--- config.mk ---
export PLATFORM = sky130hd
export DESIGN_NAME = reorder_buffer
export DESIGN_NICKNAME = d
export VERILOG_FILES = /design/src/rtl/rob_pkg.sv /design/src/rtl/rob_ptr_ctrl.sv /design/src/rtl/reorder_buffer.sv
export SDC_FILE = /design/constraint.sdc
export NUM_CORES = 2
export LEC_CHECK = 0
export BUFFER_PORTS_ARGS = -buffer_cell sky130_fd_sc_hd__clkbuf_2
export CORE_MARGIN = 5
export CORE_UTILIZATION = 60
export CTS_CLUSTER_SIZE = 14
export DETAILED_ROUTE_END_ITERATION = 6
export PLACE_DENSITY = 0.83
export SETUP_SLACK_MARGIN = 0.3
export SYNTH_ARGS = -nofsm -noshare
export SYNTH_HDL_FRONTEND = slang
export SYNTH_SLANG_ARGS = --single-unit
--- constraint.sdc ---
create_clock -name clk_in -period 16.6 [get_ports clk_in]
set_input_delay 3.32 -clock clk_in [delete_from_list [all_inputs] [get_ports clk_in]]
set_output_delay 3.32 -clock clk_in [all_outputs]
set_load 0.05 [all_outputs]
--- src/rtl/rob_pkg.sv ---
// Shared encodings and sizes for the reorder buffer.
// Build option: define ROB_COMMIT_TRACE_EN for commit/flush trace output.
package rob_pkg;

  localparam int ROB_W    = 4;
  localparam int ROB_SIZE = 1 << ROB_W;
  localparam int NON_DEP  = ROB_SIZE;

  typedef enum logic [1:0] {
    ROB_REG    = 2'd0,
    ROB_BRANCH = 2'd1,
    ROB_STORE  = 2'd2,
    ROB_JALR   = 2'd3
  } rob_type_e;

endpackage

--- src/rtl/rob_ptr_ctrl.sv ---
// Head/tail/occupancy bookkeeping for the reorder buffer.
// A flush returns everything to the empty state.
module rob_ptr_ctrl
  import rob_pkg::*;
#(
  parameter int ROB_WIDTH = ROB_W
) (
  input  logic                 clk_in,
  input  logic                 rst_in,
  input  logic                 rdy_in,
  input  logic                 alloc_en,
  input  logic                 commit_en,
  input  logic                 clear_en,
  output logic [ROB_WIDTH-1:0] head,
  output logic [ROB_WIDTH-1:0] tail,
  output logic                 full,
  output logic                 empty
);

  localparam logic [ROB_WIDTH:0] SIZE = {1'b1, {ROB_WIDTH{1'b0}}};

  logic [ROB_WIDTH:0] count;

  assign full  = (count == SIZE);
  assign empty = (count == '0);

  always_ff @(posedge clk_in) begin
    if (!rst_in) begin
      head  <= '0;
      tail  <= '0;
      count <= '0;
    end else if (rdy_in) begin
      if (clear_en) begin
        head  <= '0;
        tail  <= '0;
        count <= '0;
      end else begin
        // Pointers wrap naturally at the power-of-two boundary.
        head  <= head + {{(ROB_WIDTH-1){1'b0}}, commit_en};
        tail  <= tail + {{(ROB_WIDTH-1){1'b0}}, alloc_en};
        count <= count + {{ROB_WIDTH{1'b0}}, alloc_en} - {{ROB_WIDTH{1'b0}}, commit_en};
      end
    end
  end

endmodule

--- src/rtl/reorder_buffer.sv ---
// In-order retirement buffer: allocate, capture CDB results, commit head, flush on mispredict.
// Build option: ROB_COMMIT_TRACE_EN prints each commit and each flush target.
module reorder_buffer
  import rob_pkg::*;
#(
  parameter int ADDR_WIDTH   = 32,
  parameter int REG_WIDTH    = 5,
  parameter int ROB_WIDTH    = ROB_W,
  parameter int EX_ROB_WIDTH = ROB_W + 1
) (
  input  logic                    clk_in,
  input  logic                    rst_in,
  input  logic                    rdy_in,
  input  logic                    DP2ROB_en,
  input  logic [1:0]              DP2ROB_type,
  input  logic [REG_WIDTH-1:0]    DP2ROB_rd,
  input  logic [ADDR_WIDTH-1:0]   DP2ROB_pc,
  input  logic                    DP2ROB_pred_taken,
  output logic                    ROB2DP_full,
  output logic [ROB_WIDTH-1:0]    ROB2DP_tail,
  input  logic [EX_ROB_WIDTH-1:0] DP2ROB_Qj,
  input  logic [EX_ROB_WIDTH-1:0] DP2ROB_Qk,
  output logic                    ROB2DP_Vj_rdy,
  output logic                    ROB2DP_Vk_rdy,
  output logic [ADDR_WIDTH-1:0]   ROB2DP_Vj,
  output logic [ADDR_WIDTH-1:0]   ROB2DP_Vk,
  input  logic                    RS2ROB_en,
  input  logic [ROB_WIDTH-1:0]    RS2ROB_ROB_index,
  input  logic [ADDR_WIDTH-1:0]   RS2ROB_value,
  input  logic [ADDR_WIDTH-1:0]   RS2ROB_next_pc,
  input  logic                    LSB2ROB_en,
  input  logic [ROB_WIDTH-1:0]    LSB2ROB_ROB_index,
  input  logic [ADDR_WIDTH-1:0]   LSB2ROB_value,
  output logic                    ROB2RF_en,
  output logic [REG_WIDTH-1:0]    ROB2RF_rd,
  output logic [ADDR_WIDTH-1:0]   ROB2RF_value,
  output logic [ROB_WIDTH-1:0]    ROB2RF_ROB_index,
  output logic                    ROB2LSB_commit_en,
  output logic                    ROB2ALL_clear,
  output logic [ADDR_WIDTH-1:0]   ROB2IF_new_pc
);

  localparam int SIZE = 1 << ROB_WIDTH;
  localparam logic [EX_ROB_WIDTH-1:0] NON_DEP_TAG = EX_ROB_WIDTH'(SIZE);

  logic [SIZE-1:0]       busy, ready;
  rob_type_e             e_type [SIZE];
  logic [REG_WIDTH-1:0]  e_rd   [SIZE];
  logic [ADDR_WIDTH-1:0] e_pc   [SIZE];
  logic [ADDR_WIDTH-1:0] e_val  [SIZE];
  logic [ADDR_WIDTH-1:0] e_npc  [SIZE];
  logic                  e_pred [SIZE];

  logic [ROB_WIDTH-1:0] head, tail, qj, qk;
  logic                 empty, alloc_ok, commit, mispredict, clear;

  rob_ptr_ctrl #(.ROB_WIDTH(ROB_WIDTH)) u_ptr (
    .clk_in    (clk_in),
    .rst_in    (rst_in),
    .rdy_in    (rdy_in),
    .alloc_en  (alloc_ok),
    .commit_en (commit),
    .clear_en  (clear),
    .head      (head),
    .tail      (tail),
    .full      (ROB2DP_full),
    .empty     (empty)
  );

  assign ROB2DP_tail = tail;
  assign alloc_ok    = rdy_in && DP2ROB_en && !ROB2DP_full;
  assign commit      = rdy_in && !empty && busy[head] && ready[head];
  assign clear       = commit && mispredict;

  always_comb begin
    mispredict = 1'b0;
    case (e_type[head])
      ROB_BRANCH: mispredict = (e_val[head][0] != e_pred[head]);
      ROB_JALR:   mispredict = 1'b1;
      default:    mispredict = 1'b0;
    endcase
  end

  // Operand query with same-cycle CDB bypass; RS has priority over LSB.
  assign qj = DP2ROB_Qj[ROB_WIDTH-1:0];
  assign qk = DP2ROB_Qk[ROB_WIDTH-1:0];

  always_comb begin
    ROB2DP_Vj_rdy = 1'b0;
    ROB2DP_Vj     = '0;
    if (DP2ROB_Qj == NON_DEP_TAG) begin
      ROB2DP_Vj_rdy = 1'b1;
    end else if (RS2ROB_en && RS2ROB_ROB_index == qj) begin
      ROB2DP_Vj_rdy = 1'b1;
      ROB2DP_Vj     = RS2ROB_value;
    end else if (LSB2ROB_en && LSB2ROB_ROB_index == qj) begin
      ROB2DP_Vj_rdy = 1'b1;
      ROB2DP_Vj     = LSB2ROB_value;
    end else if (ready[qj]) begin
      ROB2DP_Vj_rdy = 1'b1;
      ROB2DP_Vj     = e_val[qj];
    end

    ROB2DP_Vk_rdy = 1'b0;
    ROB2DP_Vk     = '0;
    if (DP2ROB_Qk == NON_DEP_TAG) begin
      ROB2DP_Vk_rdy = 1'b1;
    end else if (RS2ROB_en && RS2ROB_ROB_index == qk) begin
      ROB2DP_Vk_rdy = 1'b1;
      ROB2DP_Vk     = RS2ROB_value;
    end else if (LSB2ROB_en && LSB2ROB_ROB_index == qk) begin
      ROB2DP_Vk_rdy = 1'b1;
      ROB2DP_Vk     = LSB2ROB_value;
    end else if (ready[qk]) begin
      ROB2DP_Vk_rdy = 1'b1;
      ROB2DP_Vk     = e_val[qk];
    end
  end

  // Entry status and registered commit outputs.
  always_ff @(posedge clk_in) begin
    if (!rst_in) begin
      busy              <= '0;
      ready             <= '0;
      ROB2RF_en         <= 1'b0;
      ROB2RF_rd         <= '0;
      ROB2RF_value      <= '0;
      ROB2RF_ROB_index  <= '0;
      ROB2LSB_commit_en <= 1'b0;
      ROB2ALL_clear     <= 1'b0;
      ROB2IF_new_pc     <= '0;
    end else begin
      ROB2RF_en         <= 1'b0;
      ROB2LSB_commit_en <= 1'b0;
      ROB2ALL_clear     <= 1'b0;
      if (rdy_in) begin
        if (commit) begin
          busy[head]       <= 1'b0;
          ready[head]      <= 1'b0;
          ROB2RF_rd        <= e_rd[head];
          ROB2RF_ROB_index <= head;
          ROB2RF_value     <= (e_type[head] == ROB_JALR) ? e_pc[head] + ADDR_WIDTH'(4) : e_val[head];
          ROB2RF_en        <= (e_type[head] == ROB_REG || e_type[head] == ROB_JALR) && (e_rd[head] != '0);
          ROB2LSB_commit_en <= (e_type[head] == ROB_STORE);
          ROB2ALL_clear    <= mispredict;
          if (mispredict) ROB2IF_new_pc <= e_npc[head];
        end
        // A flush discards everything younger, including this cycle's traffic.
        if (clear) begin
          busy  <= '0;
          ready <= '0;
        end else begin
          if (alloc_ok) begin
            busy[tail]  <= 1'b1;
            ready[tail] <= 1'b0;
          end
          if (RS2ROB_en)  ready[RS2ROB_ROB_index]  <= 1'b1;
          if (LSB2ROB_en) ready[LSB2ROB_ROB_index] <= 1'b1;
        end
      end
    end
  end

  // Entry payload carries no reset; busy/ready qualify it.
  always_ff @(posedge clk_in) begin
    if (rdy_in && !clear) begin
      if (alloc_ok) begin
        e_type[tail] <= rob_type_e'(DP2ROB_type);
        e_rd[tail]   <= DP2ROB_rd;
        e_pc[tail]   <= DP2ROB_pc;
        e_pred[tail] <= DP2ROB_pred_taken;
      end
      if (RS2ROB_en) begin
        e_val[RS2ROB_ROB_index] <= RS2ROB_value;
        e_npc[RS2ROB_ROB_index] <= RS2ROB_next_pc;
      end
      if (LSB2ROB_en) e_val[LSB2ROB_ROB_index] <= LSB2ROB_value;
    end
  end

`ifdef ROB_COMMIT_TRACE_EN
  always @(posedge clk_in) begin
    if (rst_in && commit) begin
      $display("rob commit pc=%h rd=%0d value=%h type=%0d",
               e_pc[head], e_rd[head], e_val[head], e_type[head]);
      if (clear) $display("rob clear new_pc=%h", e_npc[head]);
    end
  end
`else
`endif

endmodule
==> impl_metrics.yaml <==
die:
  dieArea_mm2: 0.151
  io_pins: 307
  initial_utilization_pct: 60.5
  die_w_um: 388
  core_area_mm2: 0.142
  row_count: 138
  die_height_um: 388
sta:
  skew_ps: 84.8
  rsz0062_at_grt: "no"
  setup_viol: 0
  setup_tns_ps: 0
  fmax_ghz: 0.0963
  tightest_slew_ps: 1210
  fin_crit_sh_pct: 62.6
  finalWorstPathRequiredPeriod_ps: 10390
  setup_ws_ps: 6210
  slew_viol_final: 0
  hold_viol_final: 0
  slew_headroom_pct: 18.8
logic_synthesis:
  ys_types: 82
  ys_seq_elements: 1789
  synthCells: 4593
  netlist_area_mm2: 0.0857
  synthArstFlopShare_pct: 0
  synth_area_leaders: "edfxtp_1 (58%), mux4_2 (21%), mux2_2 (4.4%), mux2_4 (3.0%), dfxtp_1 (2.9%)"
  yosysSeqAreaShare_pct: 61.2
  syn_nets: 4768
  synth_top_flop_cell: "edfxtp_1"
  synth.top_cell.area_share_pct: 58.3
  synth-edff-count: 1664
  synth_top_area_cell: "edfxtp_1"
  synth_warnings: 0
  syn_area_per_cell_um2: 18.7
worst_setup_path:
  cpPeakStageDelay_ps: 760
  crit_chain: "buf_4, buf_4, mux4_2, mux4_2, nand2b_2, nor2b_1, a21oi_1, a211oi_1, clkbuf_2"
  worstSetupStartpoint: "DP2ROB_Qk[1]"
  cpLargestDelayFamily: "buffers and inverters"
  crit_slowest_cell: "a211oi_1"
  crit_path_start_kind: "input port"
  cp_max_fo: 31
  arrival_ps: 7070
  worst-setup-path-type: "in -> out"
  worst_ep_required_time_ps: 13280
  crit_buf_inv: 3
  endpoint_kind: "output pin"
placement:
  place_congestion: 0.846
  dp_hpwl_mm: 133
  preCtsSetupSlack_ps: 6350
  portBuffers: 306
clocking:
  post_cts_buffers: 0
  cts-root-buf: "clkbuf_16"
  path_clk_slew_ps: 60
  cts_tree: "yes"
  cts_made_buffers: 179
  cts_max_level: 4
  clk_latency_ps: 860
  cts_buffer_depth: 3
  cts.sinks: 1789
  hold_buffers: 0
  cts-resized-gates: 0
grt:
  grt_pass1_vias: 50903
  gr-total-overflow: 0
  grtUsageTotal_pct: 32.8
  grt_pass1_wl_mm: 358
  grt_max_degree: 85
  antenna_found_initial: 37
power:
  p_per_area_mw_per_mm2: 102
  ir_drop_mv: 0.118
  power_leakage_nw: 30.4
detailed_routing:
  wl_per_cell_um: 36.4
  wl_mm: 248
  first_pass_iters: 7
  drt_iter0_drc: 7634
  vias: 49895
  via_per_inst: 7.33
  drc_errors: 0
  ant_nets: 0
status:
  status: "completed"
min_path:
  min_from: "ROB2IF_new_pc[26]"
  min_path_type: "reg -> reg"
final_layout:
  syn2layout_area_growth_pct: 10.5
  nNetsFinal: 4923
  final_layout_size_suffix_gt1_share_pct: 42.5
  fillCellCount: 8811
job:
  max-cap-violations: 0
-- cell families (layout without fill, tap and decap cells) --
group	Yosys count	in the layout	synth area share, %
AO/OA/AOI/OAI	372	372	2.79
XOR/XNOR	37	37	0.378
adder cells (fa/ha/maj)	15	15	0.228
buffers and inverters	461	768	2.56
flip-flops	1789	1789	61.2
multiplexers	1376	1376	29.7
other	0	20	0
AND/OR/NAND/NOR	543	543	3.09
-- placed cells by master, fill, tap and decap left out, types with 25 or more instances in the layout --
| cell type | netlist | final |
|---|---|---|
| a211oi_1 | 66 | 66 |
| a21oi_1 | 145 | 145 |
| a22oi_1 | 29 | 29 |
| buf_4 | 10 | 107 |
| clkbuf_1 | 216 | 46 |
| clkbuf_16 | 0 | 179 |
| clkbuf_2 | 0 | 300 |
| clkinv_1 | 1 | 36 |
| clkinv_2 | 0 | 30 |
| dfxtp_1 | 125 | 118 |
| edfxtp_1 | 1664 | 1664 |
| mux2_2 | 338 | 338 |
| mux2_4 | 174 | 174 |
| mux2i_1 | 32 | 32 |
| mux4_2 | 810 | 810 |
| nand2_1 | 149 | 148 |
| nand3_1 | 34 | 28 |
| nor2_1 | 159 | 129 |
| nor2_4 | 0 | 30 |
| nor2b_1 | 70 | 70 |
| o21ai_0 | 43 | 36 |
| xor2_1 | 25 | 25 |
-- synth_stat cells, types with 21 or more instances --
library cell,n
mux2_4,174
o21ai_0,43
mux2i_1,32
edfxtp_1,1664
nor3_1,21
nor2b_1,70
nand2_1,149
inv_1,21
mux4_2,810
mux2_2,338
nand3_1,34
nor2_1,159
a22oi_1,29
buf_2,64
dfxtp_1,125
a211oi_1,66
xor2_1,25
buf_6,29
a21oi_1,145
o211ai_1,23
clkbuf_1,216
buf_1,107
-- per-stage QoR --
step / hold slack, ps / instance area [um^2] / utilization [%] / total power, mW / instances
after floorplan: 446 / 85700 / - / 5.48 / 4593
after global placement: 443 / 88800 / 62.7 / 5.67 / 6457
after detailed placement: 450 / 88800 / 62.7 / 5.69 / 6457
after CTS: 459 / 94700 / 66.8 / 9.66 / 6790
after global routing: 483 / 94700 / 66.8 / 9.90 / 6797
final: 456 / 94800 / 66.8 / 9.64 / 6810
-- where the power goes --
part | switching, mW | total, mW | internal (mW) | leakage [nW]
sequential | 0.0298 | 5.01 | 4.98 | 16.0
combinational | 0.349 | 0.595 | 0.246 | 11.6
clock | 1.80 | 4.03 | 2.24 | 2.82
-- per-layer routing --
metal	part of all wire, %	vias up	GRT usage (%)
met1	33	25527	42.5
met5	0.068	-	0
met3	15	758	10.4
met4	5.3	26	15.4
met2	48	4172	51.3
li1	-	19412	-
-- worst paths after layout --
check	depth (start not counted)	end	slack (ps)
hold / removal	2	ROB2IF_new_pc[26]	460
setup reg to reg	11	e_val[7][13]	9010
setup / recovery	9	ROB2DP_Vk[0]	6210
hold reg to reg	2	ROB2IF_new_pc[26]	460
-- worst register-to-register path, cell delays in order (launching register included) --
cell      delay, ps
dfxtp_4         770
buf_4           880
buf_4           860
mux4_2          620
mux4_2          530
ha_1            210
buf_4           260
o21ai_4         190
buf_4           630
nand4b_1        970
o21ai_4         400
buf_4           810
-- registers in the layout (all words and copies together), names as in the netlist, named ones only --
| name | count |
|---|---|
| e_npc | 512 |
| e_pc | 512 |
| e_val | 512 |
| e_rd | 80 |
| ROB2IF_new_pc | 32 |
| ROB2RF_value | 32 |
| e_type | 32 |
| busy | 16 |
| e_pred | 16 |
| ready | 16 |
| ROB2RF_rd | 5 |
| u_ptr.count | 5 |
| ROB2RF_ROB_index | 4 |
| u_ptr.head | 4 |
| u_ptr.tail | 4 |
| ROB2ALL_clear | 1 |
| ROB2LSB_commit_en | 1 |
| ROB2RF_en | 1 |
-- layout make-up --
class / count / area (um^2) / share of cell area (%)
flip-flops and latches: 1789 / 52500 / 55.4
inverters: 23 / 90.1 / 0.0951
well taps: 1890 / 2360 / 2.50
clock inverters: 101 / 1130 / 1.19
clock buffers: 232 / 4750 / 5.01
diodes: 20 / 50.0 / 0.0528
multi-input cells: 2343 / 31500 / 33.2
repair buffers: 412 / 2380 / 2.51
Power figures use the tool's default switching activity.
